<file path="src/rtl/cordic_pkg.sv">
`default_nettype none
// ============================================================================
// Module   : cordic_pkg
// Purpose  : Shared constants and the 1/K gain-compensation helper for the
//            CORDIC rotator family.
// Revision : 1.0 - initial release
// ============================================================================
package cordic_pkg;

    localparam int c_W_DEFAULT       = 16;
    localparam int c_LATENCY_DEFAULT = 8;

    // 1/K ~= 2^-1 + 2^-3 - 2^-6 - 2^-9 (~0.6074); the last two terms subtract
    localparam int c_GAIN_SH0 = 1;
    localparam int c_GAIN_SH1 = 3;
    localparam int c_GAIN_SH2 = 6;
    localparam int c_GAIN_SH3 = 9;

    // Angles are carried in hundredths of a degree
    localparam int c_ANGLE_UNIT = 100;

    // Operates on a sign-extended 32-bit value so any W up to 32 can share it.
    // Each arithmetic shift floors toward -inf. The magnitude of the result is
    // always below that of the input, so truncating back to W bits is lossless.
    function automatic logic signed [31:0] gain_comp(input logic signed [31:0] x);
        return (x >>> c_GAIN_SH0) + (x >>> c_GAIN_SH1)
             - (x >>> c_GAIN_SH2) - (x >>> c_GAIN_SH3);
    endfunction

endpackage
`default_nettype wire

</file>
<file path="src/rtl/cordic_gain_comp_if.sv">
`default_nettype none
// ============================================================================
// Module   : cordic_gain_comp_if
// Purpose  : Source/sink handshake and data bundle of the gain compensator.
// Revision : 1.0 - initial release
// ============================================================================
interface cordic_gain_comp_if #(
    parameter int W = 16
);
    logic         in_valid;
    logic         in_ready;
    logic [W-1:0] xr;
    logic [W-1:0] yr;
    logic         out_valid;
    logic         out_ready;
    logic [W-1:0] xo;
    logic [W-1:0] yo;
    logic         drop_err;

    // Environment side: upstream source plus downstream consumer
    modport master (
        output in_valid, xr, yr, out_ready,
        input  in_ready, out_valid, xo, yo, drop_err
    );

    // Compensator side
    modport slave (
        input  in_valid, xr, yr, out_ready,
        output in_ready, out_valid, xo, yo, drop_err
    );
endinterface
`default_nettype wire

</file>
<file path="src/rtl/cordic_gain_fifo.sv">
`default_nettype none
// ============================================================================
// Module   : cordic_gain_fifo
// Purpose  : Show-ahead FIFO with occupancy count for compensated samples.
// Revision : 1.0 - initial release
// ============================================================================
module cordic_gain_fifo #(
    parameter int DW    = 32,
    parameter int DEPTH = 4,
    localparam int AW   = $clog2(DEPTH),
    localparam int CW   = $clog2(DEPTH + 1)
) (
    input  wire logic          clk,
    input  wire logic          rst_n,
    input  wire logic          i_push,
    input  wire logic [DW-1:0] i_push_data,
    input  wire logic          i_pop,
    output logic      [DW-1:0] o_head_data,
    output logic      [CW-1:0] o_count
);
    logic [DW-1:0] r_mem [DEPTH];
    logic [AW-1:0] r_wr_ptr;
    logic [AW-1:0] r_rd_ptr;
    logic [CW-1:0] r_count;
    logic          w_push;
    logic          w_pop;

    // Guard against underflow, and allow a push into a full FIFO only when a
    // pop frees a slot in the same cycle
    assign w_pop  = i_pop && (r_count != '0);
    assign w_push = i_push && ((r_count != CW'(DEPTH)) || w_pop);

    assign o_head_data = r_mem[r_rd_ptr];
    assign o_count     = r_count;

    // Pointer and occupancy bookkeeping; pointers wrap naturally (power-of-two depth)
    always_ff @(posedge clk) begin
        if (!rst_n) begin
            r_wr_ptr <= '0;
            r_rd_ptr <= '0;
            r_count  <= '0;
        end else begin
            if (w_push) r_wr_ptr <= r_wr_ptr + AW'(1);
            if (w_pop)  r_rd_ptr <= r_rd_ptr + AW'(1);
            case ({w_push, w_pop})
                2'b10:   r_count <= r_count + CW'(1);
                2'b01:   r_count <= r_count - CW'(1);
                default: r_count <= r_count;
            endcase
        end
    end

    // Storage is data-only; validity is governed entirely by the count
    always_ff @(posedge clk) begin
        if (w_push) r_mem[r_wr_ptr] <= i_push_data;
    end

endmodule
`default_nettype wire

</file>
<file path="src/rtl/cordic_gain_comp.sv">
`default_nettype none
// ============================================================================
// Module   : cordic_gain_comp
// Purpose  : Removes the CORDIC gain from the rotator outputs, tracks sample
//            validity through the rotator latency and throttles the source
//            with credits so buffered results are never lost.
// Revision : 1.0 - initial release
// ============================================================================
module cordic_gain_comp
    import cordic_pkg::*;
#(
    parameter int W       = c_W_DEFAULT,
    parameter int LATENCY = c_LATENCY_DEFAULT,
    parameter int DEPTH   = 4
) (
    input  wire logic         clk,
    input  wire logic         rst_n,
    cordic_gain_comp_if.slave bus
);
    localparam int FW = $clog2(DEPTH + 1);
    localparam int CW = $clog2(DEPTH + LATENCY + 1);

    logic [LATENCY-1:0] r_tag;
    logic               r_drop_err;
    logic               w_accept;
    logic               w_in_ready;
    logic               w_push;
    logic               w_pop;
    logic               w_out_valid;
    logic [FW-1:0]      w_count;
    logic [CW-1:0]      w_inflight;
    logic [W-1:0]       w_xs;
    logic [W-1:0]       w_ys;
    logic [2*W-1:0]     w_head;

    // Every sample in the tag line already owns a FIFO slot (its credit)
    always_comb begin
        w_inflight = '0;
        for (int i = 0; i < LATENCY; i++) begin
            w_inflight = w_inflight + CW'(r_tag[i]);
        end
    end

    assign w_in_ready = (CW'(w_count) + w_inflight) < CW'(DEPTH);
    assign w_accept   = bus.in_valid && w_in_ready;

    // Validity marker travels alongside the rotator pipeline
    always_ff @(posedge clk) begin
        if (!rst_n) r_tag <= '0;
        else        r_tag <= {r_tag[LATENCY-2:0], w_accept};
    end

    // A sample offered without credit is discarded and flagged until reset
    always_ff @(posedge clk) begin
        if (!rst_n)                             r_drop_err <= 1'b0;
        else if (bus.in_valid && !w_in_ready)   r_drop_err <= 1'b1;
    end

    assign w_xs = W'(gain_comp(32'(signed'(bus.xr))));
    assign w_ys = W'(gain_comp(32'(signed'(bus.yr))));

    // The credit check guarantees a free slot whenever the tag line exits
    assign w_push      = r_tag[LATENCY-1];
    assign w_out_valid = (w_count != '0);
    assign w_pop       = w_out_valid && bus.out_ready;

    cordic_gain_fifo #(
        .DW    (2 * W),
        .DEPTH (DEPTH)
    ) u_fifo (
        .clk         (clk),
        .rst_n       (rst_n),
        .i_push      (w_push),
        .i_push_data ({w_xs, w_ys}),
        .i_pop       (w_pop),
        .o_head_data (w_head),
        .o_count     (w_count)
    );

    assign bus.in_ready  = w_in_ready;
    assign bus.out_valid = w_out_valid;
    assign bus.xo        = w_out_valid ? w_head[2*W-1:W] : '0;
    assign bus.yo        = w_out_valid ? w_head[W-1:0]   : '0;
    assign bus.drop_err  = r_drop_err;

endmodule
`default_nettype wire

</file>
<file path="src/flat_wrapper.sv">
// flat-port wrapper written by rule: the top's interface ports become plain ports
module cordic_gain_comp_flat import cordic_pkg::*;
#(
    parameter int W       = c_W_DEFAULT,
    parameter int LATENCY = c_LATENCY_DEFAULT,
    parameter int DEPTH   = 4
)
  (clk, rst_n, bus_in_valid, bus_xr, bus_yr, bus_out_ready, bus_in_ready, bus_out_valid, bus_xo, bus_yo, bus_drop_err);
  cordic_gain_comp_if #(.W(W)) bus_i ();
  input  wire logic clk;
  input  wire logic rst_n;
  input wire logic [$bits(bus_i.in_valid)-1:0] bus_in_valid;
  input wire logic [$bits(bus_i.xr)-1:0] bus_xr;
  input wire logic [$bits(bus_i.yr)-1:0] bus_yr;
  input wire logic [$bits(bus_i.out_ready)-1:0] bus_out_ready;
  output wire logic [$bits(bus_i.in_ready)-1:0] bus_in_ready;
  output wire logic [$bits(bus_i.out_valid)-1:0] bus_out_valid;
  output wire logic [$bits(bus_i.xo)-1:0] bus_xo;
  output wire logic [$bits(bus_i.yo)-1:0] bus_yo;
  output wire logic [$bits(bus_i.drop_err)-1:0] bus_drop_err;
  assign bus_i.in_valid = bus_in_valid;
  assign bus_i.xr = bus_xr;
  assign bus_i.yr = bus_yr;
  assign bus_i.out_ready = bus_out_ready;
  assign bus_in_ready = bus_i.in_ready;
  assign bus_out_valid = bus_i.out_valid;
  assign bus_xo = bus_i.xo;
  assign bus_yo = bus_i.yo;
  assign bus_drop_err = bus_i.drop_err;
  cordic_gain_comp #(.W(W), .LATENCY(LATENCY), .DEPTH(DEPTH)) u_core (.clk(clk), .rst_n(rst_n), .bus(bus_i));
endmodule
</file>
<file path="config.mk">
export PLATFORM = sky130hd
export DESIGN_NAME = cordic_gain_comp_flat
export DESIGN_NICKNAME = d
export VERILOG_FILES = /design/src/rtl/cordic_pkg.sv /design/src/rtl/cordic_gain_comp_if.sv /design/src/rtl/cordic_gain_fifo.sv /design/src/rtl/cordic_gain_comp.sv /design/src/flat_wrapper.sv
export SDC_FILE = /design/constraint.sdc
export NUM_CORES = 1
export LEC_CHECK = 0
export CAP_MARGIN = 20
export CORE_ASPECT_RATIO = 1.75
export CORE_MARGIN = 2
export CORE_UTILIZATION = 59
export DETAILED_ROUTE_END_ITERATION = 16
export GPL_ROUTABILITY_DRIVEN = 0
export PLACE_DENSITY = 0.85
export SYNTH_ARGS = -nofsm -noshare
export SYNTH_HDL_FRONTEND = slang
export SYNTH_SLANG_ARGS = --single-unit
</file>
<file path="constraint.sdc">
create_clock -name clk -period 4.3 [get_ports clk]
set_input_delay 0.86 -clock clk [delete_from_list [all_inputs] [get_ports clk]]
set_output_delay 0.86 -clock clk [all_outputs]
set_load 0.01 [all_outputs]
</file>
==> out/qor.yml <==
p_sw_share_pct: 30.4
yosysUniqueCellTypes: 43
critPathKind: "primary input to register"
finalHoldViolCount: 0
clkLatencyLatePin_ps: 430
wirelength_um: 18500
violations: "setup timing"
critPathArrivalTime_ps: 4470
route.antenna.remaining_nets: 0
layout_commonest_cell: "edfxtp_1"
floorplan.initialDensity_pct: 60.3
drive_gt1_share_pct: 19.9
max_freq_mhz: 232
dpl.hpwl_um: 12700
vias_per_cell: 5.67
met1_usage_pct: 27.5
ctsLongestPathBuffers: 2
fp.dieW_um: 93.9
cp_max_fo: 4
antenna_found_initial: 0
root_buffer: "clkbuf_16"
synth-adder-area-share_pct: 18.5
synth_top_family_by_area: "adder cells"
drt-initial-drc-count: 281
min_delay_path_depth: 1
start_kind: "primary input"
seq_area_frac_synth_pct: 50.4
grt_max_degree: 28
hold_start: "u_core.r_tag[6]"
cts_made_buffers: 17
hold_class: "register to register"
vdd_drop_max_mv: 0.290
yosys.area_share.simple_pct: 7.86
grt_pass1_wl_um: 29100
p_per_area_nw_per_um2: 435
via_count: 5391
syn_to_final_growth_pct: 24.5
regArea_um2: 4210
fillers: 818
ios: 71
maxSlewHeadroom_pct: 51.4
grt.total_usage_pct: 25.7
use_met3_pct: 5.04
tns_ps: -47.3
syn_avg_cell_area_um2: 13.4
htree_num_levels: 4
min_period_ps: 4310
rows: 57
core-area_um2: 13800
setup_violations: 4
wl_per_cell_um: 19.4
antenna_cells: 0
grt_pass1_vias: 5977
drtPass1Iterations: 5
fin_nets: 891
met2_usage_pct: 48.6
final_cell_mix: "edfxtp_1, inv_1, clkdlybuf4s50_1, buf_4, and2_1"
ys_ff_latch: 146
p_sw_uw: 1370
finalCritPeriodShare_pct: 100
cts_tree: "done"
p_int_uw: 3140
port_buffers: 68
worstPathRequired_ps: 4460
skew_ps: 7.17
drc: 0
path_clk_slew_ps: 70
seqPwrFrac_pct: 39.4
rsz0062_at_grt: "yes"
combPwrFrac_pct: 28.1
yosys_warnings: 0
busiest_layer: "met2"
synth_cells: 621
status: "finished, violations left"
cp-startpoint: "bus_yr[9]"
maxSlewViolCount: 0
die_area_um2: 15100
cts_sinks: 146
synth-compound-area-share_pct: 6.12
pre_cts_slack_ps: -398
multiInputGateArea_um2: 3810
muxShareOfSynthArea_pct: 8.76
worstMarginPinSlew_ps: 728
overflow: 0
die_y_um: 161
p_leak_uw: 0.00411
synth_area_um2: 8350
rr_worst_depth: 22
max_cap_viol_count: 0
synth-xor-area-share_pct: 3.25
clkPwrFrac_pct: 32.5
layout_setup_ws_ps: -12.1
endpoint_kind: "register"
synth_nets: 752
reg2reg_from: "u_core.r_tag[0]"
## power groups by stage
stage                     sequential, µW  combinational (µW)  clock, µW
after floorplan                     1810                 770          0
final                               1780                1270       1470
after detailed placement            1810                1190          0
after CTS                           1780                1220       1480
after global routing                1780                1390       1540
after global placement              1810                1110          0
## metrics by stage
step                      std cells  utilization, %  hold slack, ps  cell area [µm²]  total power [µW]
after global placement          907            69.5             437             9610              2920
after detailed placement        907            69.5             443             9610              3000
after global routing            950            75.1             507            10400              4710
final                           950            75.1             481            10400              4520
after floorplan                 621               -             430             8350              2580
after CTS                       949            74.6             470            10300              4480
## worst paths after layout
| path | slack (ps) | to |
|---|---|---|
| worst max-delay path | -10 | u_core.u_fifo.r_mem[0][14] |
| worst min-delay path | 480 | u_core.r_tag[7] |
| worst max register to register | 80 | u_core.r_tag[0] |
| worst min register to register | 480 | u_core.r_tag[7] |
## registers in the layout, summed over array words and instances (netlist names), named ones only
| register | cells |
|---|---|
| u_core.u_fifo.r_mem | 128 |
| u_core.r_tag | 8 |
| u_core.u_fifo.o_count | 3 |
| u_core.u_fifo.r_rd_ptr | 2 |
| u_core.u_fifo.r_wr_ptr | 2 |
| u_core.bus.drop_err | 1 |
## cells by family after synthesis
| logic type | after synthesis |
|---|---|
| simple gates | 123 |
| compound gates | 79 |
| xor+xnor | 31 |
| flops | 146 |
| mux | 33 |
| buf+inv | 114 |
| fa+ha+maj | 95 |
## cell usage after synthesis, drive strengths merged
master	number	area share, %
edfxtp	128	46
inv	99	4.5
and2	49	3.7
ha	48	7.2
fa	47	11
mux4	32	8.6
nor2	28	1.3
a21oi	26	1.6
xnor2	22	2.3
dfxtp	18	4.3
nand2	14	0.63
o21ai	13	0.78
clkbuf	10	0.45
xor2	9	0.94
a21o	8	0.72
nor2b	8	0.60
o21a	8	0.72
o31a	7	0.73
nand4	6	0.45
buf	5	0.27
nor3	5	0.30
nand3	4	0.24
a211oi	3	0.27
a31oi	3	0.22
or2	3	0.22
nand2b	2	0.15
o211ai	2	0.18
a2111oi	1	0.10
a211o	1	0.10
a21boi	1	0.090
a221o	1	0.12
a311o	1	0.12
a31o	1	0.10
and3	1	0.075
mux2i	1	0.12
nand3b	1	0.090
o221ai	1	0.10
o22ai	1	0.075
o311ai	1	0.10
or3	1	0.075
or4	1	0.090
## cell type report
| type | count | area share, % |
|---|---|---|
| Inverter | 99 | 3.58 |
| Sequential cell | 146 | 40.5 |
| Clock inverter | 15 | 1.59 |
| Timing Repair Buffer | 135 | 11.4 |
| Clock buffer | 17 | 4.10 |
| Multi-Input combinational cell | 361 | 36.7 |
| Tap cell | 177 | 2.13 |
## routing by layer
metal	wire, µm	up-vias
met2	10700	155
met1	6400	2737
met4	461	0
li1	-	2457
met3	870	42
met5	0	-
## worst max-delay path, cell delays in order
cell,delay [ps]
clkdlybuf4s50_1,490
inv_1,80
fa_1,490
inv_1,50
fa_1,420
inv_1,110
ha_2,210
inv_1,80
fa_2,360
nor2b_1,170
o31a_1,210
nor3_1,90
o31a_1,350
o211ai_1,340
xnor2_2,150
## what timing repair did
item | CTS | global route
resized for setup | 12 | 14
setup endpoints to repair | 1 | 22
hold buffers | 0 | 0
pin swaps | 5 | 15
buffers inserted | 10 | 1
Power figures use the tool's default switching activity.
